`src/rtl/imm_extend_shift_unit.sv`:
```
// Immediate/offset generator: extends a raw instruction field, then shifts it one bit per clock
// (logical left or arithmetic right) and hands the result out over a valid/ready handshake.
module imm_extend_shift_unit #(
  parameter int unsigned IN_WIDTH    = 12,
  parameter int unsigned MID_WIDTH   = 8,
  parameter int unsigned MIN_WIDTH   = 4,
  parameter int unsigned OUT_WIDTH   = 16,
  parameter int unsigned SHAMT_WIDTH = 4
) (
  input  logic                   clk,
  input  logic                   rst,
  input  logic                   in_valid,
  output logic                   in_ready,
  input  logic [IN_WIDTH-1:0]    data_in,
  input  logic [1:0]             mode,
  input  logic [SHAMT_WIDTH-1:0] shamt,
  input  logic                   dir,
  output logic                   out_valid,
  input  logic                   out_ready,
  output logic [OUT_WIDTH-1:0]   data_out,
  output logic                   ovf
);

  typedef enum logic [1:0] {StIdle, StShift, StDone} state_e;

  state_e                 state_q, state_d;
  logic [OUT_WIDTH-1:0]   acc_q, acc_d;
  logic [SHAMT_WIDTH-1:0] cnt_q, cnt_d;
  logic                   dir_q, dir_d;
  logic                   ovf_q, ovf_d;
  logic [OUT_WIDTH-1:0]   ext_val;

  always_comb begin
    ext_val = '0;
    unique case (mode)
      2'b00:   ext_val = {{(OUT_WIDTH-MIN_WIDTH){data_in[MIN_WIDTH-1]}}, data_in[MIN_WIDTH-1:0]};
      2'b01:   ext_val = {{(OUT_WIDTH-MID_WIDTH){data_in[MID_WIDTH-1]}}, data_in[MID_WIDTH-1:0]};
      2'b10:   ext_val = {{(OUT_WIDTH-IN_WIDTH){data_in[IN_WIDTH-1]}}, data_in};
      default: ext_val = {{(OUT_WIDTH-IN_WIDTH){1'b0}}, data_in};
    endcase
  end

  always_comb begin
    state_d = state_q;
    acc_d   = acc_q;
    cnt_d   = cnt_q;
    dir_d   = dir_q;
    ovf_d   = ovf_q;
    unique case (state_q)
      StIdle: begin
        if (in_valid) begin
          acc_d   = ext_val;
          cnt_d   = shamt;
          dir_d   = dir;
          ovf_d   = 1'b0;
          state_d = (shamt == '0) ? StDone : StShift;
        end
      end
      StShift: begin
        if (dir_q) begin
          acc_d = {acc_q[OUT_WIDTH-1], acc_q[OUT_WIDTH-1:1]};
        end else begin
          acc_d = {acc_q[OUT_WIDTH-2:0], 1'b0};
          // Sign change on this step: the two top bits differ before shifting.
          if (acc_q[OUT_WIDTH-1] != acc_q[OUT_WIDTH-2]) ovf_d = 1'b1;
        end
        cnt_d = cnt_q - SHAMT_WIDTH'(1);
        if (cnt_q == SHAMT_WIDTH'(1)) state_d = StDone;
      end
      StDone: begin
        if (out_ready) state_d = StIdle;
      end
      default: state_d = StIdle;
    endcase
  end

  always_ff @(posedge clk) begin
    if (rst) begin
      state_q <= StIdle;
      acc_q   <= '0;
      cnt_q   <= '0;
      dir_q   <= 1'b0;
      ovf_q   <= 1'b0;
    end else begin
      state_q <= state_d;
      acc_q   <= acc_d;
      cnt_q   <= cnt_d;
      dir_q   <= dir_d;
      ovf_q   <= ovf_d;
    end
  end

  assign in_ready  = (state_q == StIdle) & ~rst;
  assign out_valid = (state_q == StDone);
  assign data_out  = acc_q;
  assign ovf       = ovf_q;

endmodule
```
`config.mk`:
```
export PLATFORM = sky130hd
export DESIGN_NAME = imm_extend_shift_unit
export DESIGN_NICKNAME = d
export VERILOG_FILES = /design/src/rtl/imm_extend_shift_unit.sv
export SDC_FILE = /design/constraint.sdc
export NUM_CORES = 1
export LEC_CHECK = 0
export ABC_CLOCK_PERIOD_IN_PS = 3400
export CORE_MARGIN = 1
export CORE_UTILIZATION = 45
export DETAILED_ROUTE_END_ITERATION = 10
export DONT_BUFFER_PORTS = 1
export SETUP_SLACK_MARGIN = 0.05
export SLEW_MARGIN = 25
export SYNTH_ARGS = -nofsm -noshare
export SYNTH_HDL_FRONTEND = slang
export SYNTH_SLANG_ARGS = --single-unit
```
`constraint.sdc`:
```
create_clock -name clk -period 3.4 [get_ports clk]
set_input_delay 0.51 -clock clk [delete_from_list [all_inputs] [get_ports clk]]
set_output_delay 0.51 -clock clk [all_outputs]
set_load 0.02 [all_outputs]
```
After elaboration in Yosys (flattened, before gate mapping)
Index checks and enable logic that the tools add are counted.
- register bits after elaboration: 24
- input bits: 23
- output and inout bits: 19
- word-level logic and storage cells: 44
- $add $sub $neg: 1
- equality and inequality tests: 11
- mux-type cells: 15
- bitwise gates (word level): 2
- reduce and logical (&&, ||, !) cells: 9
- operator list (cell ; number):
    case mux 16 bit (3 select lines) ; 1
    two-way mux 16 bit ; 2
    case mux 16 bit (2 select lines) ; 1
    two-way mux 2 bit ; 4
    != test 2 bit, second input constant ; 4
    case mux 4 bit (2 select lines) ; 1
    case mux 2 bit (3 select lines) ; 1
    AND reduction 3 bit ; 2
    equality test 2 x 1 -> 1 bit, second input constant ; 2
    equality test 2 bit, second input constant ; 2
    equality test 4 x 1 -> 1 bit, second input constant ; 1
    logical NOT 2 bit ; 2
    logical NOT 4 bit ; 1
    two-way mux 4 bit ; 1
    AND reduction 2 bit ; 2
    AND reduction 4 bit ; 1
    subtractor 4 x 1 -> 4 bit, second input constant ; 1
    two-way mux 1 bit ; 3
    != test 2 x 1 -> 1 bit, second input constant ; 1
    case mux 1 bit (2 select lines) ; 1
    nonzero test 2 bit ; 1
    bitwise AND 1 bit ; 1
    != test 1 bit ; 1
    NOT 1 bit ; 1

Logic depth before layout (Yosys ltp)
Gate-level depths: netlist of the first run.
- word-level depth: 4
- gate-level depth with buffers: 6
- mapped depth without buffers: 6

Worst setup path before layout of the first run
OpenSTA, ideal clock, no wires.
- path type: input-to-output
- start point: input rst
- end point: output in_ready
- arrival: 1320 ps
- required time: 2890 ps
- setup slack: 1570 ps
- stages: 3
- buffers on the path: 2
- path through: clkbuf_1 > clkbuf_1 > nor3_1
- longest elaborated chain between the ends: 2
- ends and longest elaborated chain (element ; line ; RTL):
    from (decl) ; 11 ; input logic rst,
    NOT 1 bit ; 93 ; assign in_ready = (state_q == StIdle) & ~rst;
    bitwise AND 1 bit ; 93 ;
    to (decl) ; 13 ; output logic in_ready,
Every way passes these cells.

Final worst setup path of the first run
- start point: register state_q[0]
- end point: register cnt_q[0]
- longest elaborated chain between the ends: 3
- elaborated cells between the ends (all ways): 6
- classes of those cells: eq/ne: 2; mux: 1; reduce/logical: 3
- ends and longest elaborated chain (element ; line ; RTL):
    from (decl) ; 26 ; state_e state_q, state_d;
    from (signal assigned) ; 79 ; state_q <= StIdle;
    from (signal assigned) ; 85 ; state_q <= state_d;
    equality test 2 x 1 -> 1 bit or logical NOT 2 bit (tied branches) ; 49 ; unique case (state_q)
    nonzero test 2 bit (no line) or != test 2 bit (tied branches) ; n/a ;
    AND reduction 2 bit (no line) ; n/a ;
    to (signal assigned) ; 87 ; cnt_q <= cnt_d;
    to (decl) ; 28 ; logic [SHAMT_WIDTH-1:0] cnt_q, cnt_d;
Parallel ways exist; a longest one is shown, timed or not.
A chain may end at the register's enable or synchronous reset.

==> summary.md, run 1 <==
| Metric | Value |
|---|---|
| Status | `finished, violations left` |
| Failing checks | `design-rule violations` |
| Vias | `1,207` |
| Post-CTS Setup Repair Bufs | `0` |
| Mapped Cells | `177` |
| Starting Density | `48.7%` |
| Top Family by Delay on Critical Path | `simple AND/OR/NAND/NOR gates` |
| Max cap viols | `0` |
| Worst path cell trace | `nor2_1 > nor2_2 > a211oi_1 > a311oi_1` |
| Max FO, Critical Path | `23` |
| Rel. slew slack | `43.5%` |
| Dpl cell area | `1350 um2` |
| # resized after CTS | `0` |
| CTS Buf Count | `3` |
| Yosys warnings | `0` |
| Setup TNS | `0 ns` |
| FF/Latch Area | `480 um2` |
| Capturing element type of the critical path | `register` |
| Clock Path Buffers | `2` |
| WP data required | `3.64 ns` |
| H-tree level count | `1` |
| Post-DRT Antenna Nets | `0` |
| Initial drt markers | `30` |
| Register bit total from synthesis | `24` |
| DRC errors left | `6` |
| Setup Skew | `0.00231 ns` |
| Actual slew at the worst max-slew pin | `0.847 ns` |
| Die width | `57.3 um` |
| GPL Wtd Cong | `0.798` |
| Worst IR Drop VDD | `322 uV` |
| Critical path's slowest cell | `dfxtp_1` |
| Design Area, Final | `1380 um2` |
| Post-synth top area share | `34.9%` |
| Filler cells | `280` |
| Area leader, netlist | `dfxtp_1` |
| Rows | `19` |
| Pin count of the biggest net entering global routing | `26` |
| Clock root buffer master | `clkbuf_4` |
| Synth Area per Inst | `7.78 um2` |
| # IOs | `42` |
| Area of the multi-input gates | `801 um2` |
| RSZ-0062 raised after global routing | `false` |
| DRT Wirelength | `3080 um` |
| WL/cell | `15.6 um` |
| CTS tree | `done` |
| Vias in the first global route | `1,122` |
| Pwr/cell area | `536 nW/um2` |
| Drt via density | `6.10` |
| Post-synthesis cell area | `1380 um2` |
| Max incr delay on CP | `0.75 ns` |
| Port bufs | `0` |
| Critical path type | `reg -> reg` |
| Worst Setup Start Kind | `register` |
| Synth top area cells | `dfxtp_1 (35%), nor2_1 (7.6%), nor3_1 (6.2%)` |
| Critical path data arrival time | `2.34 ns` |
| # clock sinks | `24` |
| Hold crit path type | `in -> reg` |
| Final Cycle Share | `61.7%` |
| Shortest period the worst path allows | `2.10 ns` |
| Final slew viol count | `0` |
| Clk pin slew, worst setup/hold paths | `0.13 ns` |
| Share of cells above drive strength 1 | `7.78%` |
| Post-DP HPWL | `2200 um` |
| Die area | `3290 um2` |
| Place WS | `1.32 ns` |
| Later-pin clock latency in the skew report | `0.31 ns` |
| Number of nets in the layout | `193` |
| Final-report setup violation count | `0` |
| Antenna cell count | `0` |
| Total global routing overflow | `0` |
| Post-synth EDFFs | `0` |
| CP bufs+invs | `0` |
| Final Hold Vio Count | `0` |
| Post-synthesis sequential area ratio | `34.9%` |
| Area growth, synth to finish | `0.364%` |
| P_leak | `0.515 nW` |
| # hold bufs at CTS | `0` |
| Maximum clock frequency | `477 MHz` |
| Initial antenna violation count | `0` |
| First-pass iteration count of the detailed router | `7` |
| Syn Nets | `202` |
| Synth Flop Type | `dfxtp_1` |
| Fin worst setup slack | `1.30 ns` |
| CORE AREA | `2830 um2` |
| Die H | `57.3 um` |
| First-pass GRT wire length | `5120 um` |
| Post-synth cell types | `32` |
| Asr flop ratio synth | `0%` |
| Gr usage total | `19.8%` |
through the flow:
stage	hold slack (ns)	utilization, %	std cells	total power [mW]
after floorplan	0.479	-	177	0.570
final	0.238	48.9	198	0.741
after detailed placement	0.503	47.6	194	0.596
after global placement	0.489	47.6	194	0.592
after global routing	0.212	48.9	198	0.792
after CTS	0.228	48.9	198	0.750
layout by cell type, fill, tap and decap left out, drive strengths merged, types with 2 or more instances in the layout:
master | netlist | layout
a211oi | 3 | 3
a21oi | 13 | 13
a22oi | 4 | 4
a311oi | 6 | 6
a32oi | 3 | 3
clkbuf | 6 | 4
dfxtp | 24 | 24
ha | 2 | 2
inv | 7 | 7
mux2 | 7 | 7
mux2i | 7 | 7
nand2 | 12 | 12
nand2b | 5 | 5
nand3 | 4 | 4
nor2 | 29 | 29
nor2b | 2 | 2
nor3 | 17 | 17
o21ai | 4 | 4
o22ai | 4 | 4
sequential cells by signal (all words and copies together) (netlist names):
signal    flops
data_out     16
cnt_q         4
state_q       2
dir_q         1
ovf           1
metal layers:
layer | track usage, % | share of wire [%] | vias to the layer above
li1 | - | - | 608
met1 | 23.8 | 44 | 564
met2 | 33.9 | 48 | 33
met3 | 8.16 | 7.5 | 2
met4 | 3.14 | 0.45 | 0
met5 | 0 | 0 | -
power breakdown:
group,switching [mW],total [mW],internal (mW)
clock,0.0871,0.153,0.0655
sequential,0.0929,0.413,0.320
combinational,0.0922,0.175,0.0831
total,0.272,0.741,0.469
final timing paths:
path,from,endpoint,slack [ns],cells past startpoint
worst max-delay path,state_q[0],cnt_q[0],1.30,4
worst min-delay path,rst,dir_q,0.24,1
worst max register to register,state_q[0],cnt_q[0],1.30,4
worst min register to register,cnt_q[3],cnt_q[3],0.52,2
Yosys cell counts, types with 2 or more instances:
| cell | instances |
|---|---|
| a22oi_1 | 4 |
| nand2_1 | 12 |
| ha_1 | 2 |
| nor3_1 | 17 |
| nor2_1 | 28 |
| a311oi_1 | 6 |
| nand3_1 | 4 |
| o22ai_1 | 4 |
| dfxtp_1 | 24 |
| mux2i_1 | 7 |
| buf_2 | 5 |
| inv_1 | 7 |
| nor2b_1 | 2 |
| nand2b_1 | 5 |
| a32oi_1 | 3 |
| o21ai_0 | 4 |
| clkbuf_1 | 6 |
| mux2_2 | 7 |
| a211oi_1 | 3 |
| a21oi_1 | 13 |
| buf_4 | 3 |
cells by family (layout without fill, tap and decap cells):
group / Yosys count / after routing / synth area share [%]
buf+inv: 21 / 11 / 6.99
simple gates: 73 / 73 / 24.3
xor+xnor: 2 / 2 / 1.27
fa+ha+maj: 2 / 2 / 1.82
compound gates: 41 / 41 / 20.0
mux: 14 / 14 / 10.8
flops: 24 / 24 / 34.9
layout make-up:
cell class / count / share of cell area (%)
multi-input cells: 132 / 57.9
well taps: 31 / 2.81
clock buffers: 4 / 2.62
flip-flops and latches: 24 / 34.8
inverters: 7 / 1.90
Power figures use the tool's default switching activity.
==> inputs of run 2 (changes only) <==
- ABC_CLOCK_PERIOD_IN_PS: 3400 -> 1850
- clock period: 3.4 -> 1.85 ns (I/O delays scaled with it)
==> run 2 against run 1 <==
The run still ends with design-rule violations left. Non-clock buffer count rose by 6. Final cell count rose by 2.5%. Clock-buffer cell count fell by 1. Design area rose by 2.3%. Clock skew rose by 0.00058 ns. Setup slack got worse by 1.1 ns. Critical path depth fell by 1. Highest routed layer unchanged.
==> summary.md, run 2 (synthesis results as in run 1) <==
| Metric | Value |
|---|---|
| Worst IR Drop VDD | `487 uV` |
| Number of nets in the layout | `199` |
| Gr usage total | `21.1%` |
| Rows | `19` |
| WP data required | `1.57 ns` |
| Max cap viols | `0` |
| Actual slew at the worst max-slew pin | `0.429 ns` |
| Initial drt markers | `52` |
| Final Cycle Share | `90.6%` |
| Clk pin slew, worst setup/hold paths | `0.13 ns` |
| Setup TNS | `0 ns` |
| Antenna cell count | `0` |
| Post-DRT Antenna Nets | `0` |
| Worst hold margin | `0.0191 ns` |
| Final Hold Vio Count | `0` |
| FF/Latch Area | `480 um2` |
| # IOs | `42` |
| Initial antenna violation count | `0` |
| Clock root buffer master | `clkbuf_4` |
| # clock sinks | `24` |
| Worst Setup Start Kind | `register` |
| P_leak | `0.539 nW` |
| # hold bufs at CTS | `0` |
| Commonest non-fill, non-tap cell in the layout | `nor2_1` |
| RSZ-0062 raised after global routing | `false` |
| Vias | `1,216` |
| Most frequent cells in the layout | `nor2_1 (28), dfxtp_1 (24), nor3_1 (17), a21oi_1 (13), nand2_1 (12)` |
| H-tree level count | `1` |
| Die width | `57.3 um` |
| Setup Skew | `0.00289 ns` |
| Die H | `57.3 um` |
| GPL Wtd Cong | `0.746` |
| Dpl cell area | `1390 um2` |
| Fin worst setup slack | `0.174 ns` |
| CTS Buf Count | `3` |
| Place WS | `0.349 ns` |
| Later-pin clock latency in the skew report | `0.30 ns` |
| Design Power | `1.33 mW` |
| Critical path data arrival time | `1.40 ns` |
| Final-report setup violation count | `0` |
| # resized after CTS | `0` |
| Post-DP HPWL | `2320 um` |
| Pin count of the biggest net entering global routing | `26` |
| Vias in the first global route | `1,231` |
| Drt via density | `5.99` |
| Failing checks | `design-rule violations` |
| Clock Path Buffers | `2` |
| Total global routing overflow | `0` |
| DRC errors left | `6` |
| Post-CTS Setup Repair Bufs | `0` |
| Status | `finished, violations left` |
| CTS tree | `done` |
| DRT Wirelength | `3180 um` |
| Design Area, Final | `1410 um2` |
| First-pass iteration count of the detailed router | `7` |
| Filler cells | `294` |
| Area of the multi-input gates | `801 um2` |
| Share of cells above drive strength 1 | `10.5%` |
| WL/cell | `15.7 um` |
| Pwr/cell area | `943 nW/um2` |
| CORE AREA | `2830 um2` |
| Hold crit path type | `in -> reg` |
| Capturing element type of the critical path | `output pin` |
| First-pass GRT wire length | `5510 um` |
| Starting Density | `48.7%` |
| Port bufs | `0` |
| Largest register FFs | `16` |
| Die area | `3290 um2` |
| Maximum clock frequency | `597 MHz` |
| Final slew viol count | `0` |
| Rel. slew slack | `71.4%` |
| Area growth, synth to finish | `2.63%` |
| Max FO, Critical Path | `12` |
| Critical path type | `reg -> out` |
| Shortest period the worst path allows | `1.68 ns` |
-- run 2: cell count changes in the layout (fill, tap and decap cells not counted) --
cell	previous run	this run
clkbuf_8	1	0
buf_4	0	6
-- run 2: cell type report --
| cell class | instances | area share (%) |
|---|---|---|
| tap | 31 | 2.74 |
| inverter | 7 | 1.86 |
| sequential | 24 | 34.0 |
| multi-input combinational | 132 | 56.6 |
| clock buffer | 3 | 1.59 |
| timing repair buffer | 6 | 3.19 |
-- run 2: path summary, 6_finish.rpt --
path	start	to	slack, ns	cells past startpoint
max reg2reg	state_q[1]	cnt_q[1]	0.32	4
min reg2reg	cnt_q[3]	cnt_q[3]	0.52	2
min	rst	dir_q	0.02	1
max	state_q[1]	out_valid	0.17	3
-- run 2: worst max-delay path: stages, from the launching register on --
cell	delay (ns)
dfxtp_1	0.44
buf_4	0.22
inv_1	0.12
nor2_1	0.32
-- run 2: layer usage --
| metal | GRT usage, % | vias to the layer above | part of all wire (%) |
|---|---|---|---|
| met4 | 5.92 | 0 | 0.53 |
| met1 | 28.3 | 560 | 48 |
| li1 | - | 627 | - |
| met2 | 34.5 | 27 | 46 |
| met3 | 4.31 | 2 | 5.7 |
| met5 | 0 | - | 0 |
-- run 2: through the flow --
step	util (%)	std cells
CTS	50.0	203
global placement	49.2	200
finish	50.0	203
global route	50.0	203
floorplan	-	177
detailed placement	49.2	200
-- run 2: power by group --
group	leakage, nW	internal, mW	switching [mW]
registers	0.199	0.589	0.148
clock network	0.0138	0.0759	0.148
logic	0.326	0.170	0.202
total	0.539	0.835	0.498
